`config.mk`:
```
export PLATFORM = sky130hd
export DESIGN_NAME = jk_count_ctrl_flat
export DESIGN_NICKNAME = d
export VERILOG_FILES = /design/src/rtl/jk_ctrl_pkg.sv /design/src/rtl/jk_count_ctrl_if.sv /design/src/rtl/jk_bank.sv /design/src/rtl/jk_count_ctrl.sv /design/src/flat_wrapper.sv
export SDC_FILE = /design/constraint.sdc
export NUM_CORES = 1
export LEC_CHECK = 0
export BUFFER_PORTS_ARGS = -buffer_cell sky130_fd_sc_hd__buf_2
export CELL_PAD_IN_SITES_DETAIL_PLACEMENT = 1
export CELL_PAD_IN_SITES_GLOBAL_PLACEMENT = 1
export CORE_MARGIN = 3
export CORE_UTILIZATION = 45
export CTS_CLUSTER_SIZE = 40
export DETAILED_ROUTE_END_ITERATION = 12
export GPL_TIMING_DRIVEN = 0
export MAX_ROUTING_LAYER = met4
export PLACE_DENSITY_LB_ADDON = 0.3
export SETUP_SLACK_MARGIN = 0.4
export SLEW_MARGIN = 10
export SYNTH_ARGS = -nofsm -noshare
export SYNTH_HDL_FRONTEND = slang
export SYNTH_SLANG_ARGS = --single-unit
```
`constraint.sdc`:
```
create_clock -name CLK -period 4.35 [get_ports CLK]
set_input_delay 0.2175 -clock CLK [delete_from_list [all_inputs] [get_ports CLK]]
set_output_delay 0.2175 -clock CLK [all_outputs]
set_load 0.01 [all_outputs]
```
`src/rtl/jk_ctrl_pkg.sv`:
```
// Shared encodings for the JK counter controller: command opcodes and FSM states.
package jk_ctrl_pkg;

    typedef enum logic [1:0] {
        OP_LOAD  = 2'b00,
        OP_CLEAR = 2'b01,
        OP_UP    = 2'b10,
        OP_DOWN  = 2'b11
    } op_e;

    typedef enum logic [1:0] {
        ST_IDLE = 2'b00,
        ST_RUN  = 2'b01,
        ST_DONE = 2'b10
    } state_e;

endpackage

```
`src/rtl/jk_count_ctrl_if.sv`:
```
// Command channel into the JK counter controller: valid/ready plus opcode, load data and step count.
interface jk_count_ctrl_if #(
    parameter int WIDTH = 8,
    parameter int LEN_W = 8
);
    logic             cmd_valid;
    logic             cmd_ready;
    logic [1:0]       cmd_op;
    logic [WIDTH-1:0] cmd_data;
    logic [LEN_W-1:0] cmd_len;

    modport master (output cmd_valid, output cmd_op, output cmd_data, output cmd_len,
                    input  cmd_ready);
    modport slave  (input  cmd_valid, input  cmd_op, input  cmd_data, input  cmd_len,
                    output cmd_ready);
endinterface

```
`src/rtl/jk_bank.sv`:
```
// Bank of WIDTH JK flip-flops: JK=00 hold, 01 clear, 10 set, 11 toggle.
module jk_bank #(
    parameter int WIDTH = 8
) (
    input  logic             CLK,
    input  logic             RST,
    input  logic [WIDTH-1:0] j,
    input  logic [WIDTH-1:0] k,
    output logic [WIDTH-1:0] q
);
    logic [WIDTH-1:0] q_q, q_d;

    always_comb begin
        q_d = q_q;
        for (int i = 0; i < WIDTH; i++) begin
            case ({j[i], k[i]})
                2'b00:   q_d[i] = q_q[i];
                2'b01:   q_d[i] = 1'b0;
                2'b10:   q_d[i] = 1'b1;
                default: q_d[i] = ~q_q[i];
            endcase
        end
    end

    always_ff @(posedge CLK or posedge RST) begin
        if (RST) q_q <= '0;
        else     q_q <= q_d;
    end

    assign q = q_q;
endmodule

```
`src/rtl/jk_count_ctrl.sv`:
```
// Command sequencer driving the J/K inputs of a JK register bank: load, clear, count up/down N steps.
module jk_count_ctrl
    import jk_ctrl_pkg::*;
#(
    parameter int WIDTH = 8,
    parameter int LEN_W = 8
) (
    input  logic             CLK,
    input  logic             RST,
    jk_count_ctrl_if.slave   cmd,
    input  logic             abort,
    output logic [WIDTH-1:0] q,
    output logic             busy,
    output logic             done,
    output logic             wrap
);
    state_e           state_q, state_d;
    op_e              op_q, op_d;
    logic [WIDTH-1:0] data_q, data_d;
    logic [LEN_W-1:0] remain_q, remain_d;
    logic             wrap_q, wrap_d;
    logic [WIDTH-1:0] j, k;
    logic             is_count, step;

    // Bit i toggles when every lower bit is 1 (up) or 0 (down).
    function automatic logic [WIDTH-1:0] toggle_mask(input logic [WIDTH-1:0] cur,
                                                     input logic down);
        logic [WIDTH-1:0] m;
        logic carry;
        carry = 1'b1;
        for (int i = 0; i < WIDTH; i++) begin
            m[i]  = carry;
            carry = carry & (cur[i] ^ down);
        end
        return m;
    endfunction

    assign is_count = (op_q == OP_UP) || (op_q == OP_DOWN);
    assign step     = (state_q == ST_RUN) && is_count && (remain_q != '0) && !abort;

    always_ff @(posedge CLK or posedge RST) begin
        if (RST) begin
            state_q  <= ST_IDLE;
            op_q     <= OP_LOAD;
            data_q   <= '0;
            remain_q <= '0;
            wrap_q   <= 1'b0;
        end else begin
            state_q  <= state_d;
            op_q     <= op_d;
            data_q   <= data_d;
            remain_q <= remain_d;
            wrap_q   <= wrap_d;
        end
    end

    always_comb begin
        state_d  = state_q;
        op_d     = op_q;
        data_d   = data_q;
        remain_d = remain_q;
        wrap_d   = step && (((op_q == OP_UP) && (&q)) || ((op_q == OP_DOWN) && (q == '0)));
        case (state_q)
            ST_IDLE: begin
                if (cmd.cmd_valid) begin
                    op_d     = op_e'(cmd.cmd_op);
                    data_d   = cmd.cmd_data;
                    remain_d = cmd.cmd_len;
                    state_d  = ST_RUN;
                end
            end
            ST_RUN: begin
                if (!is_count || abort || (remain_q == '0)) begin
                    state_d = ST_DONE;
                end else begin
                    remain_d = remain_q - LEN_W'(1);
                    if (remain_q == LEN_W'(1)) state_d = ST_DONE;
                end
            end
            ST_DONE: state_d = ST_IDLE;
            default: state_d = ST_IDLE;
        endcase
    end

    always_comb begin
        j = '0;
        k = '0;
        if (state_q == ST_RUN) begin
            case (op_q)
                OP_LOAD: begin
                    j = data_q;
                    k = ~data_q;
                end
                OP_CLEAR: k = '1;
                default: begin
                    if (step) begin
                        j = toggle_mask(q, op_q == OP_DOWN);
                        k = j;
                    end
                end
            endcase
        end
        busy          = (state_q != ST_IDLE);
        cmd.cmd_ready = (state_q == ST_IDLE);
        done          = (state_q == ST_DONE);
        wrap          = wrap_q;
    end

    jk_bank #(.WIDTH(WIDTH)) u_bank (
        .CLK (CLK),
        .RST (RST),
        .j   (j),
        .k   (k),
        .q   (q)
    );
endmodule

```
`src/flat_wrapper.sv`:
```
// flat-port wrapper written by rule: the top's interface ports become plain ports
module jk_count_ctrl_flat import jk_ctrl_pkg::*;
#(
    parameter int WIDTH = 8,
    parameter int LEN_W = 8
)
  (CLK, RST, abort, q, busy, done, wrap, cmd_cmd_valid, cmd_cmd_op, cmd_cmd_data, cmd_cmd_len, cmd_cmd_ready);
  jk_count_ctrl_if #(.WIDTH(WIDTH), .LEN_W(LEN_W)) cmd_i ();
  input  logic CLK;
  input  logic RST;
  input  logic abort;
  output logic [WIDTH-1:0] q;
  output logic busy;
  output logic done;
  output logic wrap;
  input wire logic [$bits(cmd_i.cmd_valid)-1:0] cmd_cmd_valid;
  input wire logic [$bits(cmd_i.cmd_op)-1:0] cmd_cmd_op;
  input wire logic [$bits(cmd_i.cmd_data)-1:0] cmd_cmd_data;
  input wire logic [$bits(cmd_i.cmd_len)-1:0] cmd_cmd_len;
  output wire logic [$bits(cmd_i.cmd_ready)-1:0] cmd_cmd_ready;
  assign cmd_i.cmd_valid = cmd_cmd_valid;
  assign cmd_i.cmd_op = cmd_cmd_op;
  assign cmd_i.cmd_data = cmd_cmd_data;
  assign cmd_i.cmd_len = cmd_cmd_len;
  assign cmd_cmd_ready = cmd_i.cmd_ready;
  jk_count_ctrl #(.WIDTH(WIDTH), .LEN_W(LEN_W)) u_core (.CLK(CLK), .RST(RST), .cmd(cmd_i), .abort(abort), .q(q), .busy(busy), .done(done), .wrap(wrap));
endmodule
```
==> flow_summary.json, run 1 <==
{
  "seq_area_frac_synth_pct": 34.8,
  "synthArstFlopShare_pct": 100,
  "fin_crit_sh_pct": 57.8,
  "cts_setup_buffers": 0,
  "tns_ns": 0,
  "cts_root_buffer": "clkbuf_8",
  "avgRoutedWirePerCell_um": 16.7,
  "drive_gt1_share_pct": 19.5,
  "final_area_um2": 2400,
  "fp-row-count": 24,
  "hp-class": "in2async",
  "synthFlopType": "dfrtp_1",
  "ios": 34,
  "crit_fanout": 10,
  "skew_ns": 0.00745,
  "final_nets": 327,
  "synth_fa_ha_area_share_pct": 11.4,
  "tightest_slew_ns": 0.728,
  "via_count": 2013,
  "place_congestion": 0.834,
  "post-route-min-period_ns": 2.51,
  "place_area_um2": 2320,
  "status": "finished, final reports clean",
  "grt_pass1_wl_um": 9430,
  "ctsResizeCount": 0,
  "synth_area_um2": 2090,
  "dieArea_um2": 5490,
  "synth-compound-area-share_pct": 20.6,
  "cpPeakStageDelay_ns": 0.43,
  "antenna_cells": 0,
  "synth_edf_count": 0,
  "ctsHoldBuffers": 0,
  "initial_core_util_pct": 47.3,
  "synthCells": 246,
  "sw_frac_of_total_pct": 47.9,
  "cts_made_buffers": 5,
  "cp-end-kind": "flop",
  "p_switching_mw": 0.866,
  "antenna_left": 0,
  "setup_ws_ns": 1.84,
  "post-dp-hpwl_um": 4260,
  "maxCapViolCount": 0,
  "grt_pass1_vias": 1961,
  "ys_ff_latch": 29,
  "drt_iter0_markers": 86,
  "final_max_slew_viol_count": 0,
  "avgSynthCellArea_um2": 8.48,
  "synth_warnings": 0,
  "clock_power_share_pct": 12.0,
  "combPwrFrac_pct": 56.3,
  "post-place-ws_ns": 1.82,
  "gr-usage-all-layers_pct": 23.1,
  "vias_per_cell": 5.94,
  "path_cells": "inv_1, ha_1, nor4b_2, a21oi_1, o221ai_1, buf_2, a211o_1, ha_1, nor3b_1, a211oi_1",
  "die_w_um": 74.1,
  "synth_top_family_by_area": "simple AND/OR/NAND/NOR gates",
  "synth-simple-area-share_pct": 27.6,
  "finalNonFillerCells": 339,
  "synthMuxAreaShare_pct": 0.480,
  "path_common_cell": "ha_1",
  "antenna_found_initial": 0,
  "criticalPathCategory": "reg2reg",
  "crit_buf_inv": 2,
  "final-setup-viol-count": 0,
  "intPower_mw": 0.943,
  "slew_headroom_pct": 51.3,
  "area_delta_synth_final_pct": 14.9,
  "synth.distinct_cells": 43,
  "crit_path_top_delay_cell": "dfrtp_1",
  "clk_pin_slew_worst_paths_ns": 0.07,
  "io_buffers": 33,
  "max_freq_mhz": 398,
  "arrival_ns": 2.70,
  "routed_wl_um": 5650,
  "vdd_drop_max_mv": 0.280,
  "critPathTopFamily": "compound AO/OA/AOI/OAI gates",
  "rsz0062_at_grt": "false",
  "grt-ovfl-total": 0,
  "placedCellCount": 331,
  "grt_max_degree": 30,
  "clk_path_buf_depth": 2,
  "cp-start-kind": "flop",
  "hold_viol_final": 0,
  "fp.dieH_um": 74.1,
  "insertion_delay_ns": 0.28,
  "powerDensity_nw_per_um2": 755,
  "drc": 0,
  "cts_num_sinks": 29,
  "core_um2": 4410,
  "synth-xor-area-share_pct": 1.68,
  "cts_tree": "built",
  "p_leak_nw": 1.07,
  "crit_required_ns": 4.54,
  "htreeDepth": 2,
  "dr.pass1.iters": 4,
  "sequentialPowerShare_pct": 31.7,
  "syn_nets": 287
}
path summary, 6_finish.rpt:
kind	start	end	depth (start not counted)	slack [ns]
max	u_core.remain_q[0]	u_core.u_bank.q[5]	10	1.84
min in group CLK	cmd_cmd_data[7]	u_core.data_q[7]	3	0.12
max in group asynchronous	RST	u_core.op_q[1]	2	3.89
min	RST	u_core.u_bank.q[7]	2	0.03
min reg2reg	u_core.data_q[6]	u_core.data_q[6]	2	0.50
max reg2reg	u_core.remain_q[0]	u_core.u_bank.q[5]	10	1.84
cells in the final DEF (no fill, tap or decap), drive strengths merged, types with 2 or more instances in the layout:
cell type / n
a22oi: 4
o211ai: 2
nor2b: 10
o21ai: 13
o221ai: 3
a21oi: 14
inv: 9
nor4: 5
or2: 9
nor2: 22
nand2: 36
xor2: 3
buf: 39
or3: 2
nand3b: 2
nor3: 5
a211oi: 8
o2bb2ai: 3
clkbuf: 10
nand3: 3
nand2b: 3
ha: 19
o22ai: 4
dfrtp: 29
a21o: 6
a211o: 2
nor3b: 8
final cells by class:
class	count	area [µm²]
Buffer	8	37.5
Clock buffer	8	80.1
Fill cell	573	2020
Inverter	9	33.8
Multi-Input combinational cell	200	1290
Sequential cell	29	726
Tap cell	52	65.1
Timing Repair Buffer	33	165
per-layer routing:
metal  vias to the layer above  wire length (µm)  GRT usage, %
met1                      1001              2580          28.6
met2                        40              2820          38.5
met4                         0                63          5.43
li1                        965                 -             -
met3                         7               186          5.00
met5                         -                 0             -
cells by family (layout without fill, tap and decap cells):
family | Yosys count | after routing
compound gates | 65 | 65
xor+xnor | 4 | 4
fa+ha+maj | 19 | 19
buf+inv | 17 | 58
flops | 29 | 29
mux | 1 | 1
simple gates | 111 | 111
power groups by stage:
stage	registers (mW)	logic, mW	clock network, mW
6_report	0.574	1.02	0.217
5_1_grt	0.598	1.16	0.236
4_1_cts	0.573	1.02	0.221
3_5_place_dp	0.577	1.02	0
3_3_place_gp	0.562	0.967	0
2_1_floorplan	0.545	0.739	0
flip-flops by register name, summed over array words and instances, names as in the netlist:
| signal | cells |
|---|---|
| u_core.remain_q | 8 |
| u_core.wrap | 1 |
| u_core.data_q | 8 |
| u_core.u_bank.q | 8 |
| u_core.state_q | 2 |
| u_core.op_q | 2 |
synth_stat cells (all sizes together) (2+ instances only):
cell	n	share of area [%]
a211o	2	0.84
a211oi	8	2.9
a21o	6	2.2
a21oi	14	3.4
a22oi	4	1.4
buf	6	1.4
clkbuf	2	0.36
dfrtp	29	35
ha	19	11
inv	9	1.6
nand2	36	6.5
nand2b	3	0.90
nand3	3	0.72
nand3b	2	0.72
nor2	22	4.0
nor2b	10	3.0
nor3	5	1.2
nor3b	8	2.9
nor4	5	1.5
o211ai	2	0.72
o21ai	13	3.1
o221ai	3	1.3
o22ai	4	1.2
o2bb2ai	3	1.3
or2	9	2.7
or3	2	0.60
xor2	3	1.3
per-stage QoR:
stage               hold WS, ns  power, mW  utilization [%]
floorplan                 0.296       1.28                -
global placement          0.407       1.53             52.5
detailed placement        0.415       1.59             52.5
CTS                       0.123       1.82             54.3
global route             0.0773       1.99             54.3
finish                   0.0282       1.81             54.3
Note: power is estimated with default switching activity, not from simulation.
==> inputs of run 2 (changes only) <==
--- a/config.mk
+++ b/config.mk
@@ -5,11 +5,12 @@
 export SDC_FILE = /design/constraint.sdc
 export NUM_CORES = 1
 export LEC_CHECK = 0
+export ABC_AREA = 1
 export BUFFER_PORTS_ARGS = -buffer_cell sky130_fd_sc_hd__buf_2
 export CELL_PAD_IN_SITES_DETAIL_PLACEMENT = 1
 export CELL_PAD_IN_SITES_GLOBAL_PLACEMENT = 1
 export CORE_MARGIN = 3
-export CORE_UTILIZATION = 45
+export CORE_UTILIZATION = 37
 export CTS_CLUSTER_SIZE = 40
 export DETAILED_ROUTE_END_ITERATION = 12
 export GPL_TIMING_DRIVEN = 0
==> constraint.sdc (replaced) <==
create_clock -name CLK -period 2.2 [get_ports CLK]
set_input_delay 0.11 -clock CLK [delete_from_list [all_inputs] [get_ports CLK]]
set_output_delay 0.11 -clock CLK [all_outputs]
set_load 0.01 [all_outputs]
==> run 2 against run 1 <==
Clock power rose to 2.6 times the previous value. Flip-flop and latch count unchanged. Total power rose to 2.6 times the previous value. First-iteration DRC count up 60%. Critical path type unchanged. Largest power group unchanged.
==> flow_summary.json, run 2 <==
{
  "status": "finished, final reports clean",
  "gr-usage-all-layers_pct": 23.1,
  "reg2reg_depth": 11,
  "synthCells": 280,
  "skew_ns": 0.0114,
  "cp-start-kind": "flop",
  "maxCapViolCount": 0,
  "final_cell_mix": "nand2_1 (61), buf_2 (36), buf_4 (33), nor2_1 (23), dfrtp_1 (22)",
  "crit_fanout": 7,
  "setup_ws_ns": 0.0624,
  "final_nets": 397,
  "final_common_cell": "nand2_1",
  "synth_area_leaders": "dfrtp_1 (35%), nand2_1 (12%), ha_1 (11%)",
  "regToRegEndpoint": "u_core.u_bank.q[5]",
  "cpPeakStageDelay_ns": 0.48,
  "powerDensity_nw_per_um2": 1570,
  "vias_per_cell": 5.48,
  "grt_max_degree": 30,
  "cts_root_buffer": "clkbuf_8",
  "initial_core_util_pct": 39.5,
  "rsz0062_at_grt": "true",
  "grt_pass1_vias": 2373,
  "ys_ff_latch": 29,
  "post-route-min-period_ns": 2.14,
  "area_delta_synth_final_pct": 41.8,
  "crit_path_top_delay_cell": "dfrtp_2",
  "tightest_slew_ns": 0.670,
  "dr.pass1.iters": 5,
  "final_max_slew_viol_count": 0,
  "finalNonFillerCells": 427,
  "criticalPathCategory": "reg2reg",
  "drc": 0,
  "path_cells": "nand2_4, nor2_4, nand2_2, nand3_2, nand2_4, nor2_8, nand4_1, ha_1, nor2_1, a21oi_1, o21ai_1",
  "hold_viol_final": 0,
  "antenna_left": 0,
  "tns_ns": 0,
  "post-dp-hpwl_um": 4360,
  "n_fill_cell": 678,
  "cts_made_buffers": 5,
  "cts_num_sinks": 29,
  "cts_tree": "built",
  "drt_iter0_markers": 138,
  "seq_area_frac_synth_pct": 34.7,
  "place_congestion": 0.802,
  "hp-class": "in2reg",
  "synthFlopType": "dfrtp_1",
  "max_freq_mhz": 468,
  "post-place-ws_ns": -0.0524,
  "fp-row-count": 26,
  "die_w_um": 81.2,
  "regArea_um2": 734,
  "avgSynthCellArea_um2": 7.48,
  "fin_crit_sh_pct": 97.2,
  "path_common_cell": "nand2_4",
  "yosysTopAreaCellShare_pct": 34.7,
  "crit_required_ns": 2.36,
  "ys_top_cells_by_count": "nand2_1 (69), nor2_1 (30), dfrtp_1 (29)",
  "clk_pin_slew_worst_paths_ns": 0.08,
  "core_um2": 5300,
  "place_area_um2": 2350,
  "synth_warnings": 0,
  "io_buffers": 33,
  "p_leak_nw": 1.42,
  "hold_end": "u_core.data_q[1]",
  "cp-end-kind": "flop",
  "synthArstFlopShare_pct": 100,
  "antenna_found_initial": 0,
  "synth_area_um2": 2090,
  "synth_edf_count": 0,
  "r2r_setup_slack_ns": 0.06,
  "ios": 34,
  "fp.dieH_um": 81.2,
  "insertion_delay_ns": 0.29,
  "routed_wl_um": 8050,
  "syn_nets": 321,
  "clk_path_buf_depth": 2,
  "htreeDepth": 2,
  "synth_top_area_cell": "dfrtp_1",
  "whs_path_depth": 2,
  "dieArea_um2": 6600,
  "via_count": 2339,
  "hp-start": "cmd_cmd_data[1]",
  "final_area_um2": 2970,
  "slew_headroom_pct": 55.2,
  "reg2reg_from": "u_core.op_q[0]",
  "synth_most_common_cell": "nand2_1",
  "final-setup-viol-count": 0,
  "multiInputGateArea_um2": 1460,
  "critPathTopFamily": "simple AND/OR/NAND/NOR gates",
  "crit_buf_inv": 0,
  "synth.distinct_cells": 29,
  "vdd_drop_max_mv": 0.565,
  "grt-ovfl-total": 0,
  "avgRoutedWirePerCell_um": 18.9,
  "antenna_cells": 0,
  "placedCellCount": 383,
  "grt_pass1_wl_um": 11200,
  "arrival_ns": 2.30,
  "drive_gt1_share_pct": 41.2
}
## run 2: cell count changes after synthesis, moves of 5 or more
cell and delta:
nand3_1 +18, nor4_1 -5, inv_1 +15, nor3b_1 -8, mux2_2 +7, nor2_1 +8, nand4_1 +8, a21o_1 -6
a211oi_1 -8, nand2_1 +33, o21ai_0 +10, nor2b_1 -10
## run 2: metal layers
metal | vias to the layer above | share of wire [%] | track usage, %
met1 | 1164 | 40 | 25.4
met2 | 72 | 52 | 42.0
met5 | - | 0 | -
met4 | 0 | 3.5 | 7.94
li1 | 1078 | - | -
met3 | 25 | 3.8 | 3.99
## run 2: stage by stage
step	hold slack, ns	utilization, %	power [mW]
after floorplan	0.188	-	2.45
after global placement	0.341	44.3	2.93
after detailed placement	0.349	44.3	3.04
after CTS	0.0437	52.0	4.08
after global routing	0.0541	56.0	4.99
final	0.0423	56.0	4.66
## run 2: cell type report
cell class                      instances  area share [%]
Multi-Input combinational cell        220            49.2
Sequential cell                        29            24.7
Timing Repair Buffer                   68            14.8
Inverter                               26            3.50
Tap cell                               70            2.95
Clock buffer                            6            2.45
Buffer                                  6            1.26
Clock inverter                          2            1.18
## run 2: logic make-up (layout without fill, tap and decap cells)
kind of cell	Yosys count	in the layout	share of synthesized area, %
AO/OA/AOI/OAI	47	47	11.8
flip-flops	29	29	34.7
multiplexers	7	7	3.77
buffers and inverters	32	108	5.98
AND/OR/NAND/NOR	143	144	31.2
adder cells (fa/ha/maj)	19	19	11.4
XOR/XNOR	3	3	1.26
## run 2: power by group
| group | internal (mW) | switching, mW | total (mW) |
|---|---|---|---|
| clock network | 0.336 | 0.225 | 0.561 |
| registers | 0.799 | 0.392 | 1.19 |
| logic | 1.20 | 1.72 | 2.91 |
## run 2: repair_timing
action	4_1_cts	5_1_grt
cloned	1	0
pin swaps	17	15
setup endpoints to repair	8	12
buffers inserted	21	13
endpoints found under the hold margin	0	29
resized for setup	40	30
hold buffers	0	1
## run 2: how the worst max path moves through the flow
stage / cells after the start / end / slack [ns] / from
after global placement: 10 / u_core.u_bank.q[2] / 0.009 / u_core.op_q[1]
final: 11 / u_core.u_bank.q[5] / 0.06 / u_core.op_q[0]
after CTS: 12 / u_core.u_bank.q[5] / 0.26 / u_core.remain_q[0]
after detailed placement: 10 / u_core.u_bank.q[2] / -0.05 / u_core.op_q[1]
after floorplan: 11 / u_core.u_bank.q[7] / 0.39 / u_core.remain_q[0]
after global routing: 10 / u_core.u_bank.q[5] / -0.02 / u_core.state_q[1]
==> inputs of run 3 (changes only) <==
--- a/config.mk
+++ b/config.mk
@@ -5,12 +5,11 @@
 export SDC_FILE = /design/constraint.sdc
 export NUM_CORES = 1
 export LEC_CHECK = 0
-export ABC_AREA = 1
 export BUFFER_PORTS_ARGS = -buffer_cell sky130_fd_sc_hd__buf_2
 export CELL_PAD_IN_SITES_DETAIL_PLACEMENT = 1
 export CELL_PAD_IN_SITES_GLOBAL_PLACEMENT = 1
 export CORE_MARGIN = 3
-export CORE_UTILIZATION = 37
+export CORE_UTILIZATION = 38
 export CTS_CLUSTER_SIZE = 40
 export DETAILED_ROUTE_END_ITERATION = 12
 export GPL_TIMING_DRIVEN = 0
==> run 3 against run 2 <==
The flow now finishes with violations (negative setup slack). Cell count decreased by 10%. Clock power decreased by 22%. Maximum frequency decreased by 5.8%. Clock skew decreased by 0.0040 ns. Core utilization increased by 1.5 points. Setup slack got worse by 0.13 ns. Clock-buffer cell count unchanged.
==> flow_summary.json, run 3 (synthesized netlist as in run 1, its figures left out) <==
{
  "grt-ovfl-total": 0,
  "antenna_left": 0,
  "crit_fanout": 6,
  "dieArea_um2": 6420,
  "crit_path_top_delay_cell": "dfrtp_1",
  "criticalPathCategory": "reg2reg",
  "clk_path_buf_depth": 2,
  "sw_frac_of_total_pct": 47.7,
  "cp-end-kind": "flop",
  "cts_made_buffers": 5,
  "hold_viol_final": 0,
  "drt_iter0_markers": 57,
  "maxCapViolCount": 0,
  "insertion_delay_ns": 0.28,
  "arrival_ns": 2.46,
  "grt_pass1_vias": 2253,
  "routed_wl_um": 7080,
  "clk_pin_slew_worst_paths_ns": 0.07,
  "status": "finished, violations left",
  "sequentialPowerShare_pct": 25.9,
  "final-setup-viol-count": 7,
  "final_nets": 354,
  "final_area_um2": 2990,
  "area_delta_synth_final_pct": 43.3,
  "skew_ns": 0.00737,
  "grt_max_degree": 30,
  "ios": 34,
  "cts_root_buffer": "clkbuf_8",
  "antenna_cells": 0,
  "hold_ws_ns": 0.0110,
  "io_buffers": 33,
  "avgRoutedWirePerCell_um": 18.4,
  "powerDensity_nw_per_um2": 1560,
  "antenna_found_initial": 0,
  "cts_num_sinks": 29,
  "drc": 0,
  "path_cells": "inv_2, ha_4, nor4b_4, buf_4, nand2_2, a32oi_4, a211o_1, ha_4, nor3b_2, a211oi_1",
  "die_w_um": 80.1,
  "path_common_cell": "ha_4",
  "drive_gt1_share_pct": 40.8,
  "core_um2": 5200,
  "dr.pass1.iters": 4,
  "via_count": 2157,
  "tightest_slew_ns": 0.663,
  "cp-start-kind": "flop",
  "combPwrFrac_pct": 64.7,
  "cpPeakStageDelay_ns": 0.40,
  "post-dp-hpwl_um": 4290,
  "final_max_slew_viol_count": 0,
  "violations": "negative setup slack",
  "place_area_um2": 2380,
  "rsz0062_at_grt": "true",
  "total_power_mw": 4.67,
  "vdd_drop_max_mv": 0.617,
  "crit_required_ns": 2.39,
  "clock_power_share_pct": 9.4,
  "fin_crit_sh_pct": 103,
  "slew_headroom_pct": 55.8,
  "initial_core_util_pct": 40.1,
  "cts_tree": "built",
  "post-route-min-period_ns": 2.27,
  "final_cell_mix": "buf_2 (35), nand2_1 (35), dfrtp_1 (29), buf_4 (21), nor2_1 (20)",
  "grt_pass1_wl_um": 10900,
  "fp.dieH_um": 80.1,
  "hp-class": "in2reg",
  "gr-usage-all-layers_pct": 22.7,
  "htreeDepth": 2,
  "fp-row-count": 26,
  "p_switching_mw": 2.23,
  "intPower_mw": 2.44,
  "p_leak_nw": 1.25,
  "setup_ws_ns": -0.0689,
  "tns_ns": -0.241,
  "max_freq_mhz": 441,
  "place_congestion": 0.830,
  "vias_per_cell": 5.62
}
run 3: changes by cell type in the layout (fill, tap and decap cells not counted), sizes merged, moves of 6 or more:
| cell | before | now |
|---|---|---|
| a211oi | 0 | 8 |
| a21o | 0 | 6 |
| buf | 71 | 63 |
| inv | 25 | 8 |
| mux2 | 7 | 0 |
| nand2 | 71 | 36 |
| nand3 | 21 | 3 |
| nand4 | 8 | 0 |
| nor2 | 38 | 22 |
| nor2b | 0 | 10 |
| nor3b | 0 | 8 |
| o21ai | 25 | 13 |
| or2 | 2 | 9 |
run 3: path summary, 6_finish.rpt:
path,start,slack (ns),to,cells past startpoint
max,u_core.remain_q[1],-0.07,u_core.u_bank.q[3],10
min,cmd_cmd_data[6],0.01,u_core.data_q[6],3
max reg2reg,u_core.remain_q[1],-0.07,u_core.u_bank.q[3],10
min reg2reg,u_core.data_q[6],0.50,u_core.data_q[6],2
max in group asynchronous,RST,1.30,u_core.data_q[2],3
min in group asynchronous,RST,0.47,u_core.u_bank.q[6],3
run 3: routing by layer:
metal	track usage [%]	vias up	routed length (µm)
met5	-	-	0
met4	7.94	0	87
met3	4.48	9	220
met1	27.1	1084	3050
li1	-	1015	-
met2	38.2	49	3720
run 3: final cells by class:
cell class	count	area (µm²)
Multi-Input combinational cell	200	1610
Timing Repair Buffer	60	383
Clock buffer	6	72.6
Buffer	8	61.3
Clock inverter	2	10.0
Tap cell	70	87.6
Sequential cell	29	726
Fill cell	610	2210
Inverter	9	37.5
run 3: timing repair:
item,in CTS,in global routing
hold buffers,0,1
endpoints found under the setup margin,13,18
gates cloned,1,1
resized for setup,20,48
hold endpoints to repair,0,29
buffers inserted,13,11
pin swaps,10,17
run 3: per-stage QoR:
stage / instances / setup WS (ns) / utilization (%)
floorplan: 246 / 0.0318 / -
global placement: 349 / -0.159 / 45.7
detailed placement: 349 / -0.234 / 45.7
CTS: 371 / -0.0299 / 51.2
global route: 384 / -0.182 / 57.5
finish: 384 / -0.0689 / 57.5
run 3: power by group through the flow:
stage	Clock (mW)	Combinational [mW]	Sequential, mW
global placement	0	1.98	1.13
CTS	0.453	2.42	1.15
floorplan	0	1.51	1.09
finish	0.440	3.02	1.21
global route	0.481	3.33	1.25
detailed placement	0	2.07	1.15
run 3: worst max-delay path, delay by kind of cell, from the launching register on:
kind / cells / cell delay (ns)
buf+inv: 2 / 0.29
fa+ha+maj: 2 / 0.35
simple gates: 3 / 0.47
compound gates: 3 / 0.66
flops: 1 / 0.40
